$ cat src/rtl/plane_move.sv
// Player sprite mover: press-to-step then auto-repeat every MOVE_DIV cycles,
// with saturation at the screen bounds and a one-cycle edge-hit pulse.
module plane_move #(
    parameter int SCREEN_W = 640,
    parameter int SCREEN_H = 480,
    parameter int PLANE_W  = 32,
    parameter int PLANE_H  = 32,
    parameter int STEP     = 4,
    parameter int MOVE_DIV = 250000,
    parameter int X_INIT   = 304,
    parameter int Y_INIT   = 432
) (
    input  logic       clk,
    input  logic       rst,
    input  logic       move_en_i,
    input  logic [1:0] direct_i,
    input  logic       freeze_i,
    output logic [9:0] plane_x_o,
    output logic [8:0] plane_y_o,
    output logic       moving_o,
    output logic       edge_hit_o
);

    localparam int CW = $clog2(MOVE_DIV);
    localparam logic [CW-1:0] RELOAD = CW'(MOVE_DIV - 1);
    localparam logic [10:0]   X_MAX  = 11'(SCREEN_W - PLANE_W);
    localparam logic [9:0]    Y_MAX  = 10'(SCREEN_H - PLANE_H);

    typedef enum logic {
        IDLE,
        MOVE
    } state_t;

    state_t          state;
    state_t          state_nxt;
    logic [CW-1:0]   cnt;
    logic [CW-1:0]   cnt_nxt;
    logic [9:0]      x_nxt;
    logic [8:0]      y_nxt;
    logic            hit_nxt;
    logic            go;
    logic            step;
    logic [10:0]     x_dec;
    logic [10:0]     x_inc;
    logic [9:0]      y_dec;
    logic [9:0]      y_inc;

    assign go = move_en_i & ~freeze_i;

    // One extra bit: borrow flags underflow, the carry room shows overflow.
    assign x_dec = {1'b0, plane_x_o} - 11'(STEP);
    assign x_inc = {1'b0, plane_x_o} + 11'(STEP);
    assign y_dec = {1'b0, plane_y_o} - 10'(STEP);
    assign y_inc = {1'b0, plane_y_o} + 10'(STEP);

    always_comb begin
        state_nxt = state;
        cnt_nxt   = cnt;
        step      = 1'b0;
        unique case (state)
            IDLE: begin
                if (go) begin
                    state_nxt = MOVE;
                    cnt_nxt   = RELOAD;
                    step      = 1'b1;
                end
            end
            MOVE: begin
                if (!go) begin
                    state_nxt = IDLE;
                    cnt_nxt   = '0;
                end else if (cnt == '0) begin
                    cnt_nxt = RELOAD;
                    step    = 1'b1;
                end else begin
                    cnt_nxt = cnt - CW'(1);
                end
            end
            default: begin
                state_nxt = IDLE;
                cnt_nxt   = '0;
            end
        endcase
    end

    always_comb begin
        x_nxt   = plane_x_o;
        y_nxt   = plane_y_o;
        hit_nxt = 1'b0;
        if (step) begin
            unique case (direct_i)
                2'b00: begin
                    if (y_dec[9]) begin
                        y_nxt   = '0;
                        hit_nxt = 1'b1;
                    end else begin
                        y_nxt = y_dec[8:0];
                    end
                end
                2'b01: begin
                    if (y_inc > Y_MAX) begin
                        y_nxt   = Y_MAX[8:0];
                        hit_nxt = 1'b1;
                    end else begin
                        y_nxt = y_inc[8:0];
                    end
                end
                2'b10: begin
                    if (x_dec[10]) begin
                        x_nxt   = '0;
                        hit_nxt = 1'b1;
                    end else begin
                        x_nxt = x_dec[9:0];
                    end
                end
                2'b11: begin
                    if (x_inc > X_MAX) begin
                        x_nxt   = X_MAX[9:0];
                        hit_nxt = 1'b1;
                    end else begin
                        x_nxt = x_inc[9:0];
                    end
                end
                default: begin
                    x_nxt = plane_x_o;
                end
            endcase
        end
    end

    always_ff @(posedge clk) begin
        if (rst) begin
            state      <= IDLE;
            cnt        <= '0;
            plane_x_o  <= 10'(X_INIT);
            plane_y_o  <= 9'(Y_INIT);
            moving_o   <= 1'b0;
            edge_hit_o <= 1'b0;
        end else begin
            state      <= state_nxt;
            cnt        <= cnt_nxt;
            plane_x_o  <= x_nxt;
            plane_y_o  <= y_nxt;
            moving_o   <= (state_nxt == MOVE);
            edge_hit_o <= hit_nxt;
        end
    end

endmodule

$ cat config.mk
export PLATFORM = sky130hd
export DESIGN_NAME = plane_move
export DESIGN_NICKNAME = d
export VERILOG_FILES = /design/src/rtl/plane_move.sv
export SDC_FILE = /design/constraint.sdc
export NUM_CORES = 1
export LEC_CHECK = 0
export BUFFER_PORTS_ARGS = -buffer_cell sky130_fd_sc_hd__buf_2
export CAP_MARGIN = 20
export CORE_ASPECT_RATIO = 0.6
export CORE_UTILIZATION = 47
export CTS_CLUSTER_DIAMETER = 80
export DETAILED_ROUTE_END_ITERATION = 6
export GPL_ROUTABILITY_DRIVEN = 0
export PLACE_DENSITY = 0.66
export SETUP_SLACK_MARGIN = 0.02
export SYNTH_ARGS = -nofsm -noshare
export SYNTH_HDL_FRONTEND = slang
export SYNTH_SLANG_ARGS = --single-unit
$ cat constraint.sdc
create_clock -name clk -period 6.6 [get_ports clk]
set_clock_uncertainty 0.05 [all_clocks]
set_input_delay 1.32 -clock clk [delete_from_list [all_inputs] [get_ports clk]]
set_output_delay 1.32 -clock clk [all_outputs]
set_load 0.01 [all_outputs]
# Word-level counts from Yosys, hierarchy flattened
# Cells that the tools add are included.
[word_totals] reg_bits=39 in_bits=6 output_inout_bits=21 word_cells=46
[op_classes] addsub=5 magnitude_cmp=2 eq_ne=4 n_mux=19 bitwise=4 n_reduce_logical=7
[ops] operator="$mux 18" count=3
[ops] operator="$pmux 18 s2" count=1
[ops] operator="$mux 10" count=2
[ops] operator="$pmux 10 s2" count=1
[ops] operator="$logic_not 18->1" count=1
[ops] operator="$mux 9" count=2
[ops] operator="$pmux 9 s2" count=1
[ops] operator="$sub 18x1->18 const B" count=1
[ops] operator="$add 10x3->11 const B" count=1
[ops] operator="$gt 11x10->1 const B" count=1
[ops] operator="$sub 10x3->11 const B" count=1
[ops] operator="$add 9x3->10 const B" count=1
[ops] operator="$gt 10x9->1 const B" count=1
[ops] operator="$sub 9x3->10 const B" count=1
[ops] operator="$mux 1" count=7
[ops] operator="$eq 2x2->1 const B" count=2
[ops] operator="$pmux 1 s4" count=1
[ops] operator="$reduce_and 2->1" count=2
[ops] operator="$reduce_bool 2->1" count=2
[ops] operator="$not 1->1" count=3
[ops] operator="$eq 2x1->1 const B" count=1
[ops] operator="$logic_not 2->1" count=1
[ops] operator="$ne 2x2->1 const B" count=1
[ops] operator="$pmux 1 s2" count=1
[ops] operator="other kinds (2)" count=2

# Depth between registers and ports, before layout
[logic_depth] word_depth=6 ltp_mapped=9 ltp_nobuf=8

# Worst setup path after synthesis
# OpenSTA, ideal clock, no wires.
[synth_path] kind="input-to-reg" start="in freeze_i" end="reg plane_x_o[7]" arrival_time_ps=2886 required_time_ps=6479 path_slack_ps=3593 path_stages=7 path_buffers=1 cell_sequence="nand2b_1 -> buf_1 -> nor3_1 -> a21oi_1 -> or4_1 -> a211o_1 -> a21oi_1"
[synth_via] elab_chain_len=5 elab_cells_between_ends=6 cone_classes="mux (3); bitwise (2); reduce/logical (1)"
[synth_rtl] item="start: declaration" line_no="17" text="input logic freeze_i,"
[synth_rtl] item="$not 1->1 *" line_no="48" text="assign go = move_en_i & ~freeze_i;"
[synth_rtl] item="$and 1x1->1 *" line_no="48"
[synth_rtl] item="$mux 1 (on tied branches)" line_no="69, 62"
[synth_rtl] item="$pmux 1 s2 *" line_no="60" text="unique case (state)"
[synth_rtl] item="$reduce_and 2->1 (no line) *"
[synth_rtl] item="end signal: assignment" line_no="135" text="plane_x_o <= 10'(X_INIT);"
[synth_rtl] item="end signal: assignment" line_no="142" text="plane_x_o <= x_nxt;"
[synth_rtl] item="end: declaration" line_no="18" text="output logic [9:0] plane_x_o,"
# Mark *: on every way between the ends. The rest lies on a longest branch, timed or not.
# A chain may end at the register's enable or synchronous reset.

# Worst setup path after layout
# Same ends and word-level chain as after synthesis.

==> metrics.txt <==
# TYPE chip_impl_metric gauge
chip_impl_metric{name="design.die.area",unit="sq um"} 5560
chip_impl_metric{name="first_global_vias",unit=""} 2195
chip_impl_metric{name="grt.overflow.total",unit=""} 0
chip_impl_metric{name="drt-vias-per-instance",unit=""} 6.21
chip_impl_metric{name="power.density_cell_area",unit="nW/um^2"} 212
chip_impl_metric{name="grt_antenna_before_repair",unit=""} 0
chip_impl_metric{name="synthXorXnorAreaFrac",unit=""} 0.0177
chip_impl_metric{name="synth_cell_types",unit=""} 58
chip_impl_metric{name="global_route_wire_length_before_repair",unit="microns"} 11000
chip_impl_metric{name="setup_violations_final",unit=""} 0
chip_impl_metric{name="die_height",unit="microns"} 58.1
chip_impl_metric{name="die_x",unit="microns"} 95.6
chip_impl_metric{name="post-route-min-period",unit="ns"} 3.20
chip_impl_metric{name="drtPass1Iterations",unit=""} 5
chip_impl_metric{name="clock_edge_transition_at_the_registers_on_the_reported_setup_and_hold_paths",unit="ns"} 0.07
chip_impl_metric{name="clock_tree.htree_level_count",unit=""} 2
chip_impl_info{name="hold_path.class",value="flop to flop"} 1
chip_impl_metric{name="design.final.nets",unit=""} 359
chip_impl_metric{name="post_synth_inst_count",unit=""} 340
chip_impl_metric{name="clock_sinks",unit=""} 35
chip_impl_metric{name="drtIter0Drc",unit=""} 198
chip_impl_metric{name="number_of_synthesized_flops_with_an_enable_pin",unit=""} 0
chip_impl_metric{name="post_synth_instance_area",unit="sq um"} 2470
chip_impl_metric{name="muxShareOfSynthArea",unit=""} 0.00811
chip_impl_info{name="worstReg2RegStart",value="cnt[0]"} 1
chip_impl_metric{name="report.final.hold_viol_count",unit=""} 0
chip_impl_metric{name="postSynthRegisterBits",unit=""} 35
chip_impl_metric{name="synth-simple-area-share",unit=""} 0.317
chip_impl_info{name="grt_setup_unrepaired",value="false"} 1
chip_impl_metric{name="slew_viol_final",unit=""} 0
chip_impl_info{name="cts_root_buf",value="sky130_fd_sc_hd__clkbuf_8"} 1
chip_impl_metric{name="cts.repair_timing.setup_buffer_count",unit=""} 0
chip_impl_metric{name="cp_max_fo",unit=""} 12
chip_impl_metric{name="drive_gt1_frac",unit=""} 0.0948
chip_impl_metric{name="num_rows",unit=""} 20
chip_impl_info{name="hold_path_startpoint",value="cnt[12]"} 1
chip_impl_metric{name="post_cts.resized_instances",unit=""} 0
chip_impl_metric{name="async_reset_ff_frac",unit=""} 0
chip_impl_metric{name="synth-adder-area-share",unit=""} 0.0253
chip_impl_metric{name="worst_hold_stages",unit=""} 2
chip_impl_info{name="yosysTopAreaCell",value="sky130_fd_sc_hd__dfxtp_1"} 1
chip_impl_metric{name="core_region_area",unit="sq um"} 5050
chip_impl_metric{name="vdd_drop_max",unit="mV"} 0.131
chip_impl_metric{name="place.port_buffers",unit=""} 22
chip_impl_metric{name="areaGrowthSynthToFinish",unit="%"} 7.50
chip_impl_metric{name="syn_area_per_cell",unit="sq um"} 7.26
chip_impl_metric{name="ctsLongestPathBuffers",unit=""} 2
chip_impl_metric{name="grt_start_max_net_pins",unit=""} 26
chip_impl_metric{name="clock_latency",unit="ns"} 0.29
chip_impl_metric{name="maxCapViolations",unit=""} 0
chip_impl_info{name="synth_area_leaders",value="sky130_fd_sc_hd__dfxtp_1 28%, sky130_fd_sc_hd__nor3_1 5.1%, sky130_fd_sc_hd__nand2_1 4.9%"} 1
chip_impl_info{name="ys.flop_type",value="sky130_fd_sc_hd__dfxtp_1"} 1
chip_impl_metric{name="achievable-frequency",unit="GHz"} 0.313
chip_impl_metric{name="synth_largest_type_area_fraction",unit=""} 0.284
chip_impl_metric{name="drt_drc_violations_left",unit=""} 0
chip_impl_info{name="worst_hold_path.endpoint",value="cnt[12]"} 1
chip_impl_metric{name="hpwl_detailed",unit="microns"} 4640
chip_impl_metric{name="crit_required",unit="ns"} 6.77
chip_impl_metric{name="number_of_buffers_added_to_fix_hold_violations_after_cts",unit=""} 0
chip_impl_info{name="critPathCaptureType",value="flop"} 1
chip_impl_metric{name="worst-endpoint-arrival",unit="ns"} 3.37
chip_impl_metric{name="power_leakage",unit="nW"} 0.965
chip_impl_info{name="run_status",value="finished clean"} 1
chip_impl_info{name="rr_endpoint",value="plane_y_o[5]"} 1
chip_impl_metric{name="tightestPinTransition",unit="ns"} 0.925
chip_impl_metric{name="initial_core_util",unit=""} 0.488
chip_impl_metric{name="pin_count",unit=""} 27
chip_impl_metric{name="hold-worst-slack",unit="ns"} 0.449
chip_impl_metric{name="worst-r2r-setup-slack",unit="ns"} 3.64
chip_impl_metric{name="worst_r2r_path_depth",unit=""} 8
chip_impl_metric{name="fraction_of_the_mapped_netlist_area_in_compound_gates",unit=""} 0.282
chip_impl_metric{name="route.vias.total",unit=""} 2572
chip_impl_metric{name="global_route.usage.total",unit=""} 0.255
chip_impl_metric{name="totalWireLength",unit="microns"} 6560
chip_impl_info{name="synth_top_family_by_area",value="simple AND/OR/NAND/NOR gates"} 1
chip_impl_info{name="worst_setup_path_start_kind",value="input port"} 1
chip_impl_info{name="crit_type",value="input port to flop"} 1
chip_impl_metric{name="numCtsBuffers",unit=""} 5
chip_impl_metric{name="detail-route-antenna-nets",unit=""} 0
chip_impl_metric{name="routed_wire_length_per_instance",unit="microns"} 15.8
chip_impl_info{name="tritoncts_clock_tree",value="built"} 1
chip_impl_metric{name="synth_sequential_area_ratio",unit=""} 0.284
chip_impl_metric{name="totalNegativeSetupSlack",unit="ns"} 0
chip_impl_metric{name="antenna-diode-count",unit=""} 0
chip_impl_metric{name="maxSlewHeadroom",unit=""} 0.380
chip_impl_metric{name="yosys_warnings",unit=""} 0
chip_impl_metric{name="final.period_utilization",unit=""} 0.484
==> metrics by stage <==
step	instances	util	setup WS [ns]	power (mW)	area, sq um
after floorplan	343	-	3.59	0.364	2480
after global placement	407	0.508	3.15	0.398	2570
after detailed placement	407	0.508	3.12	0.400	2570
after CTS	414	0.525	3.42	0.562	2650
after global routing	414	0.525	3.26	0.594	2650
final	414	0.525	3.40	0.561	2650
==> power breakdown <==
group	leakage, nW	internal [mW]	switching [mW]	total, mW
Combinational	0.632	0.0527	0.0904	0.143
Sequential	0.286	0.228	0.0294	0.257
Clock	0.0470	0.0819	0.0790	0.161
Total	0.965	0.363	0.199	0.561
==> worst max-delay path, stage by stage <==
cell	delay, ns
sky130_fd_sc_hd__buf_2	0.10
sky130_fd_sc_hd__nand2b_1	0.36
sky130_fd_sc_hd__nor4_4	0.32
sky130_fd_sc_hd__a21oi_1	0.28
sky130_fd_sc_hd__or4_1	0.56
sky130_fd_sc_hd__a211o_1	0.29
sky130_fd_sc_hd__a21oi_1	0.13
==> routing by layer <==
metal  part of all wire  track usage  up-vias
met3              0.087       0.0512        8
met2               0.39        0.334      118
met4              0.012       0.0746        0
li1                   -            -     1278
met1               0.51        0.406     1168
met5                  0            0        -
==> synthesized netlist by cell type (all sizes together) (5+ instances only) <==
cell type	n
nand3	9
a31oi	10
a211oi	6
a311oi	5
o21ai	28
nor4b	6
clkbuf	17
inv	14
nor4	6
or3	7
buf	7
nor2	31
dfxtp	35
or4	5
nand2b	5
nand2	32
ha	5
nor3	26
a21oi	22
==> logic make-up (layout without fill, tap and decap cells) <==
logic type / Yosys count / after routing
and+or+nand+nor: 147 / 147
AOI/OAI and AO/OA: 107 / 107
buffers and inverters: 38 / 43
DFF: 35 / 35
adders and majority gates: 5 / 5
xor gates and xnor gates: 5 / 5
muxes: 2 / 2
other: 1 / 4
==> layout by cell type, fill, tap and decap left out, types with 4 or more instances in the layout <==
cell and instances:
sky130_fd_sc_hd__dfxtp_1 35, sky130_fd_sc_hd__nor4_1 5, sky130_fd_sc_hd__clkbuf_8 6, sky130_fd_sc_hd__or3_1 7
sky130_fd_sc_hd__a21oi_1 22, sky130_fd_sc_hd__nor4b_1 6, sky130_fd_sc_hd__a311oi_1 5, sky130_fd_sc_hd__nor2_1 31
sky130_fd_sc_hd__o21ai_0 22, sky130_fd_sc_hd__a211o_1 4, sky130_fd_sc_hd__ha_1 5, sky130_fd_sc_hd__and2_1 4
sky130_fd_sc_hd__conb_1 4, sky130_fd_sc_hd__a211oi_1 6, sky130_fd_sc_hd__buf_2 22, sky130_fd_sc_hd__o31ai_1 4
sky130_fd_sc_hd__inv_1 14, sky130_fd_sc_hd__nand2b_1 5, sky130_fd_sc_hd__nand4_1 4, sky130_fd_sc_hd__nand3_1 9
sky130_fd_sc_hd__a31oi_1 10, sky130_fd_sc_hd__or4_1 4, sky130_fd_sc_hd__o21ai_1 6, sky130_fd_sc_hd__nand2_1 32
sky130_fd_sc_hd__nor3_1 25
==> flip-flops by register name, indices dropped and copies added (netlist names) <==
| register | count |
|---|---|
| state | 1 |
| plane_x_o | 8 |
| cnt | 18 |
| edge_hit_o | 1 |
| plane_y_o | 7 |
==> final cells by class <==
cell class | count | area (sq um)
sequential | 35 | 701
timing repair buffer | 22 | 110
clock inverter | 1 | 5.00
clock buffer | 6 | 82.6
inverter | 14 | 52.6
multi-input combinational | 270 | 1620
fill | 519 | 2400
tap | 66 | 82.6
==> worst max path at each step <==
stage                               to  cells past startpoint  startpoint
after floorplan           plane_x_o[7]                      7    freeze_i
after global placement    plane_x_o[7]                      7    freeze_i
after detailed placement  plane_x_o[7]                      7    freeze_i
after CTS                 plane_x_o[7]                      7    freeze_i
after global routing      plane_x_o[7]                      7    freeze_i
final                     plane_x_o[7]                      7    freeze_i
Power figures use the tool's default switching activity.
